### src/rtl/fir_coe_loader.sv
// Run-time FIR coefficient loader: streams a tap set into a shadow bank and swaps it
// into the active bank in one edge at a sample boundary, so taps are never mixed.
module fir_coe_loader #(
    parameter int unsigned COE_WIDTH = 16,
    parameter int unsigned COE_NUM   = 29
) (
    input  logic                         clk_i,
    input  logic                         arstn_i,
    input  logic [COE_WIDTH-1:0]         cfg_tdata,
    input  logic                         cfg_tvalid,
    input  logic                         cfg_tlast,
    output logic                         cfg_tready,
    input  logic                         sample_strobe_i,
    output logic [COE_NUM*COE_WIDTH-1:0] coe_o,
    output logic                         swap_pending_o,
    output logic                         load_err_o
);

    localparam int unsigned        IDX_W    = $clog2(COE_NUM);
    localparam logic [IDX_W-1:0]   IDX_LAST = IDX_W'(COE_NUM - 1);

    typedef enum logic [1:0] {
        StIdle,
        StLoad,
        StWaitSwap,
        StDrain
    } state_t;

    state_t               state_q;
    logic [IDX_W-1:0]     idx_q;
    logic                 tready_q;
    logic                 pending_q;
    logic                 err_q;
    logic [COE_WIDTH-1:0] shadow_q [COE_NUM];
    logic [COE_WIDTH-1:0] active_q [COE_NUM];
    logic                 beat;

    assign beat           = cfg_tvalid & tready_q;
    assign cfg_tready     = tready_q;
    assign swap_pending_o = pending_q;
    assign load_err_o     = err_q;

    always_ff @(posedge clk_i or negedge arstn_i) begin
        if (!arstn_i) begin
            state_q   <= StIdle;
            idx_q     <= '0;
            tready_q  <= 1'b1;
            pending_q <= 1'b0;
            err_q     <= 1'b0;
        end else begin
            err_q <= 1'b0;
            unique case (state_q)
                StIdle: begin
                    if (beat) begin
                        if (cfg_tlast) begin
                            err_q <= 1'b1;
                            idx_q <= '0;
                        end else begin
                            idx_q   <= IDX_W'(1);
                            state_q <= StLoad;
                        end
                    end
                end
                StLoad: begin
                    if (beat) begin
                        if (cfg_tlast) begin
                            idx_q <= '0;
                            if (idx_q == IDX_LAST) begin
                                state_q   <= StWaitSwap;
                                tready_q  <= 1'b0;
                                pending_q <= 1'b1;
                            end else begin
                                err_q   <= 1'b1;
                                state_q <= StIdle;
                            end
                        end else if (idx_q == IDX_LAST) begin
                            // Set is full but unterminated: swallow the rest up to tlast.
                            idx_q   <= '0;
                            state_q <= StDrain;
                        end else begin
                            idx_q <= idx_q + IDX_W'(1);
                        end
                    end
                end
                StDrain: begin
                    if (beat && cfg_tlast) begin
                        err_q   <= 1'b1;
                        state_q <= StIdle;
                    end
                end
                StWaitSwap: begin
                    if (sample_strobe_i) begin
                        state_q   <= StIdle;
                        tready_q  <= 1'b1;
                        pending_q <= 1'b0;
                    end
                end
                default: state_q <= StIdle;
            endcase
        end
    end

    // Coefficient banks carry no reset so a reset never disturbs the running filter.
    always_ff @(posedge clk_i) begin
        if (beat && (state_q == StIdle || state_q == StLoad)) begin
            shadow_q[idx_q] <= cfg_tdata;
        end
        if (state_q == StWaitSwap && sample_strobe_i) begin
            active_q <= shadow_q;
        end
    end

    for (genvar k = 0; k < COE_NUM; k++) begin : g_coe
        assign coe_o[k*COE_WIDTH +: COE_WIDTH] = active_q[k];
    end

endmodule
### config.mk
export PLATFORM = sky130hd
export DESIGN_NAME = fir_coe_loader
export DESIGN_NICKNAME = d
export VERILOG_FILES = /design/src/rtl/fir_coe_loader.sv
export SDC_FILE = /design/constraint.sdc
export NUM_CORES = 1
export LEC_CHECK = 0
export ABC_AREA = 1
export CAP_MARGIN = 0
export CORE_MARGIN = 2
export CORE_UTILIZATION = 55
export DETAILED_ROUTE_END_ITERATION = 16
export PLACE_DENSITY = 0.82
export SLEW_MARGIN = 15
export SYNTH_ARGS = -nofsm -noshare
export SYNTH_HDL_FRONTEND = slang
export SYNTH_SLANG_ARGS = --single-unit
### constraint.sdc
create_clock -name clk_i -period 15.9 [get_ports clk_i]
set_clock_uncertainty 0.15 [all_clocks]
set_input_delay 3.18 -clock clk_i [delete_from_list [all_inputs] [get_ports clk_i]]
set_output_delay 3.18 -clock clk_i [all_outputs]
set_load 0.005 [all_outputs]
Word level (Yosys, flattened, before mapping)

Index checks and enable logic that the tools add are counted.

Input port bits: 21
Output and inout port bits: 467
Register bits: 938
Logic and storage cells: 126

Reductions and logical operators: 11
Add/sub/neg operators: 1
Mux-type cells: 35
Bitwise gates (word level): 2
$lt $le $gt $ge: 2
Eq/ne operators: 12

Operators by type and width:

| cell                | number |
|---|---|
| $bwmux 464          | 1 |
| $demux 16 s5        | 1 |
| $mux 5              | 4 |
| $mux 16             | 1 |
| $mux 2              | 8 |
| $mux 1              | 15 |
| $ne 2x2->1 const B  | 7 |
| $pmux 5 s2          | 1 |
| $pmux 2 s4          | 1 |
| $ge 6x6->1 const B  | 1 |
| $lt 6x1->1 const B  | 1 |
| $not 5->6           | 1 |
| $reduce_and 6->1    | 1 |
| $add 5x1->5 const B | 1 |
| $eq 5x5->1 const B  | 1 |
| $reduce_and 5->1    | 1 |
| $eq 2x2->1 const B  | 2 |
| $logic_and 1x1->1   | 4 |
| $pmux 1 s2          | 2 |
| $reduce_bool 2->1   | 2 |
| $ne 3x3->1 const B  | 1 |
| $pmux 1 s3          | 1 |
| $reduce_and 3->1    | 1 |
| $eq 2x1->1 const B  | 1 |
| 3 further kinds     | 3 |

Longest topological paths before layout

Depth in word-level cells: 6
Gate-level depth with buffers: 9
Depth with buffers taken out: 9

Least setup slack after synthesis

No wires, ideal clock.

Path kind: in2reg
From: in sample_strobe_i
To: reg active_q, in the netlist coe_o[0] (enable)
Stages on the path: 2
Arrival: 12.248 ns
Path slack: 2.691 ns
Path buffers: 0
Library setup time: 0.811 ns
Required time: 14.939 ns
Cell sequence: nand3_1 inv_1

Longest elaborated chain between the ends: 1

RTL lines:

| what                   | line | RTL |
|---|---|---|
| start: declaration     | 13   | `input logic sample_strobe_i,` |
| $logic_and 1x1->1      | 108  | `if (state_q == StWaitSwap && sample_strobe_i) begin` |
| end signal: assignment | 109  | `active_q <= shadow_q;` |
| end: declaration       | 35   | `logic [COE_WIDTH-1:0] active_q [COE_NUM];` |

Every way passes these cells.
A chain may end at the register's enable or synchronous reset.

Worst setup path in the final report

From: in sample_strobe_i
To: reg active_q, in the netlist coe_o[23] (enable)

The elaborated chain is that of the path after synthesis.

==> results.sh <==
export IMPL_status="finished clean"
export IMPL_antennaDiodeCount=0
export IMPL_final_common_cell="edfxtp_1"
export IMPL_peakVddDrop_v=0.000127
export IMPL_period_minus_slack_ns=6.37
export IMPL_grt_antenna_before_repair=1
export IMPL_power_leakage_nw=12.1
export IMPL_nets=1660
export IMPL_die_x_um=232
export IMPL_rows=83
export IMPL_fin_crit_sh_pct=40.1
export IMPL_synth_seq_cells=938
export IMPL_fmax_mhz=157
export IMPL_yosysTopAreaCell="edfxtp_1"
export IMPL_postLayoutSetupSlackWorst_ns=9.53
export IMPL_rr_endpoint="coe_o[23]$_DFFE_PP_"
export IMPL_cts_root_buf="clkbuf_16"
export IMPL_synth_seq_area_share_pct=98.1
export IMPL_p_per_area_nw_per_um2=129
export IMPL_synth_area_per_cell_um2=27.3
export IMPL_grt_overflow=0
export IMPL_final_max_slew_viol_count=0
export IMPL_synth_edf_count=928
export IMPL_io_buffers=487
export IMPL_grt_pass1_wl_mm=88.7
export IMPL_area_growth_pct=30.2
export IMPL_grt_usage_pct=24.0
export IMPL_syn_num_nets=1074
export IMPL_clk_pin_slew_worst_paths_ns=0.07
export IMPL_reg2reg_slack_ns=12.03
export IMPL_clock_latency_ns=0.62
export IMPL_p_int_mw=3.93
export IMPL_clock_path_buffers=3
export IMPL_power_frac_seq_pct=55.9
export IMPL_multi_input_area_um2=508
export IMPL_startpoint_type="primary input"
export IMPL_crit_start="sample_strobe_i"
export IMPL_cts_max_level=3
export IMPL_arrival_ns=6.46
export IMPL_drcViolationCount=0
export IMPL_design_die_area_um2=54000
export IMPL_required_ns=15.99
export IMPL_slew_limit_headroom_pct=28.4
export IMPL_n_fill_cell=2785
export IMPL_finalSetupViolCount=0
export IMPL_cts_tree="done"
export IMPL_boundaryPins=488
export IMPL_rsz0062_at_grt="no"
export IMPL_globalplace_congestion=0.801
export IMPL_async_flop_share_pct=1.07
export IMPL_postCtsSetupRepairBufs=0
export IMPL_crit_end="coe_o[23]$_DFFE_PP_"
export IMPL_post_drt_wl_per_cell_um=27.2
export IMPL_p_comb_share_pct=0.8
export IMPL_wirelength_mm=64.6
export IMPL_seq_area_um2=28100
export IMPL_hold_viol_final=0
export IMPL_cts_resized=0
export IMPL_post_place_ws_ns=8.92
export IMPL_holdBufCountCts=0
export IMPL_vias=12600
export IMPL_synth_flop_cell="edfxtp_1"
export IMPL_netSwitchingFraction_pct=18.5
export IMPL_yosysTopAreaCellShare_pct=97.2
export IMPL_hpwl_mm=36.9
export IMPL_crit_type="primary input to register"
export IMPL_synthCells=1049
export IMPL_tns_ns=0
export IMPL_layout_drive_gt1_share_pct=11.2
export IMPL_viasPerCell=5.28
export IMPL_fp_dieH_um=232
export IMPL_cp_end_kind="register"
export IMPL_synth_distinct_cells=24
export IMPL_grt_pass1_vias=12500
export IMPL_hold_class="register to register"
export IMPL_cp_max_fo=174
export IMPL_p_switching_uw=890
export IMPL_cts_made_buffers=86
export IMPL_worst_pin_slew_ns=1.07
export IMPL_first_pass_iters=5
export IMPL_drtIter0Drc=1187
export IMPL_cap_violations=0
export IMPL_yosysWarnings=0
export IMPL_p_clk_share_pct=43.3
export IMPL_start_util_pct=55.8
export IMPL_numClockSinks=938
export IMPL_synth_area_leaders="edfxtp_1, dfrtp_1, nor2_1"
export IMPL_ff2ff_path_depth=5
export IMPL_synthesis_area_um2=28700
export IMPL_antenna_left=0
export IMPL_grt_max_degree=175
export IMPL_core_area_um2=51400
export IMPL_r2r_start="state_q[0]$_DFFE_PN0P_"
export IMPL_final_cell_mix="edfxtp_1, clkdlybuf4s50_1, clkbuf_16"
-- cell usage after synthesis, types with 2 or more instances --
library cell  instances
edfxtp_1            928
inv_2                 2
o211ai_1              2
dfrtp_1               9
o21ai_1               2
nand2_1              21
inv_1                13
nand2_2               7
nor2_1               34
ha_1                  4
nor2_2                2
a21oi_1               3
nor2_4                2
nand3_1              10
-- final cells by class --
type	instances	area share, %
sequential	938	75.3
clock buffer	99	6.07
timing repair buffer	501	13.2
clock inverter	54	1.65
multi-input combinational	92	1.36
inverter	16	0.181
tap	680	2.28
-- worst min path at each step --
stage                                  from                    to  slack, ns  depth (start not counted)
floorplan           shadow_q[448]$_DFFE_PP_    coe_o[0]$_DFFE_PP_       0.25                          0
global placement     shadow_q[19]$_DFFE_PP_  coe_o[435]$_DFFE_PP_       0.25                          0
detailed placement  shadow_q[365]$_DFFE_PP_  coe_o[109]$_DFFE_PP_       0.25                          0
CTS                  shadow_q[61]$_DFFE_PP_  coe_o[413]$_DFFE_PP_       0.26                          0
global route         shadow_q[26]$_DFFE_PP_  coe_o[442]$_DFFE_PP_       0.26                          0
finish              shadow_q[297]$_DFFE_PP_  coe_o[169]$_DFFE_PP_       0.26                          0
-- worst max-delay path: stages --
cell             delay [ns]
clkdlybuf4s50_1        0.46
nand3_1                0.21
inv_8                  0.68
buf_4                  0.93
buf_12                 0.73
-- cells by family (layout without fill, tap and decap cells) --
logic type	after synthesis	count (layout)	synth area share [%]
DFF	938	938	98.1
and+or+nand+nor	79	79	1.26
buffers and inverters	19	670	0.292
AOI/OAI and AO/OA	9	9	0.192
adders and majority gates	4	4	0.175
-- through the flow --
step	instance area, µm²	hold WS [ns]	power, mW	utilization [%]	instances
after floorplan	28700	0.250	2.75	-	1049
after global placement	34400	0.251	2.78	67.0	2227
after detailed placement	34400	0.255	2.79	67.0	2227
after CTS	37300	0.256	4.86	72.6	2380
after global routing	37300	0.263	4.93	72.6	2380
final	37300	0.260	4.82	72.6	2380
-- routing by layer --
metal  up-vias  track usage, %  share of wire, %
li1       5351               -                 -
met3        91            6.56               9.3
met1      6417            30.1                37
met5         -               0                 0
met4         0            8.25               2.6
met2       701            40.5                51
-- power by group through the flow --
| stage | logic [mW] | clock network [mW] | registers [mW] |
|---|---|---|---|
| 6_report | 0.0364 | 2.09 | 2.70 |
| 5_1_grt | 0.0379 | 2.20 | 2.69 |
| 4_1_cts | 0.0373 | 2.12 | 2.70 |
| 3_5_place_dp | 0.0372 | 0 | 2.75 |
| 3_3_place_gp | 0.0353 | 0 | 2.75 |
| 2_1_floorplan | 0.000505 | 0 | 2.75 |
-- registers in the layout, indices dropped and copies added, names as in the netlist --
name	cells
load_err_o	1
shadow_q	464
coe_o	464
swap_pending_o	1
cfg_tready	1
idx_q	5
state_q	2
Note: power is estimated with default switching activity, not from simulation.
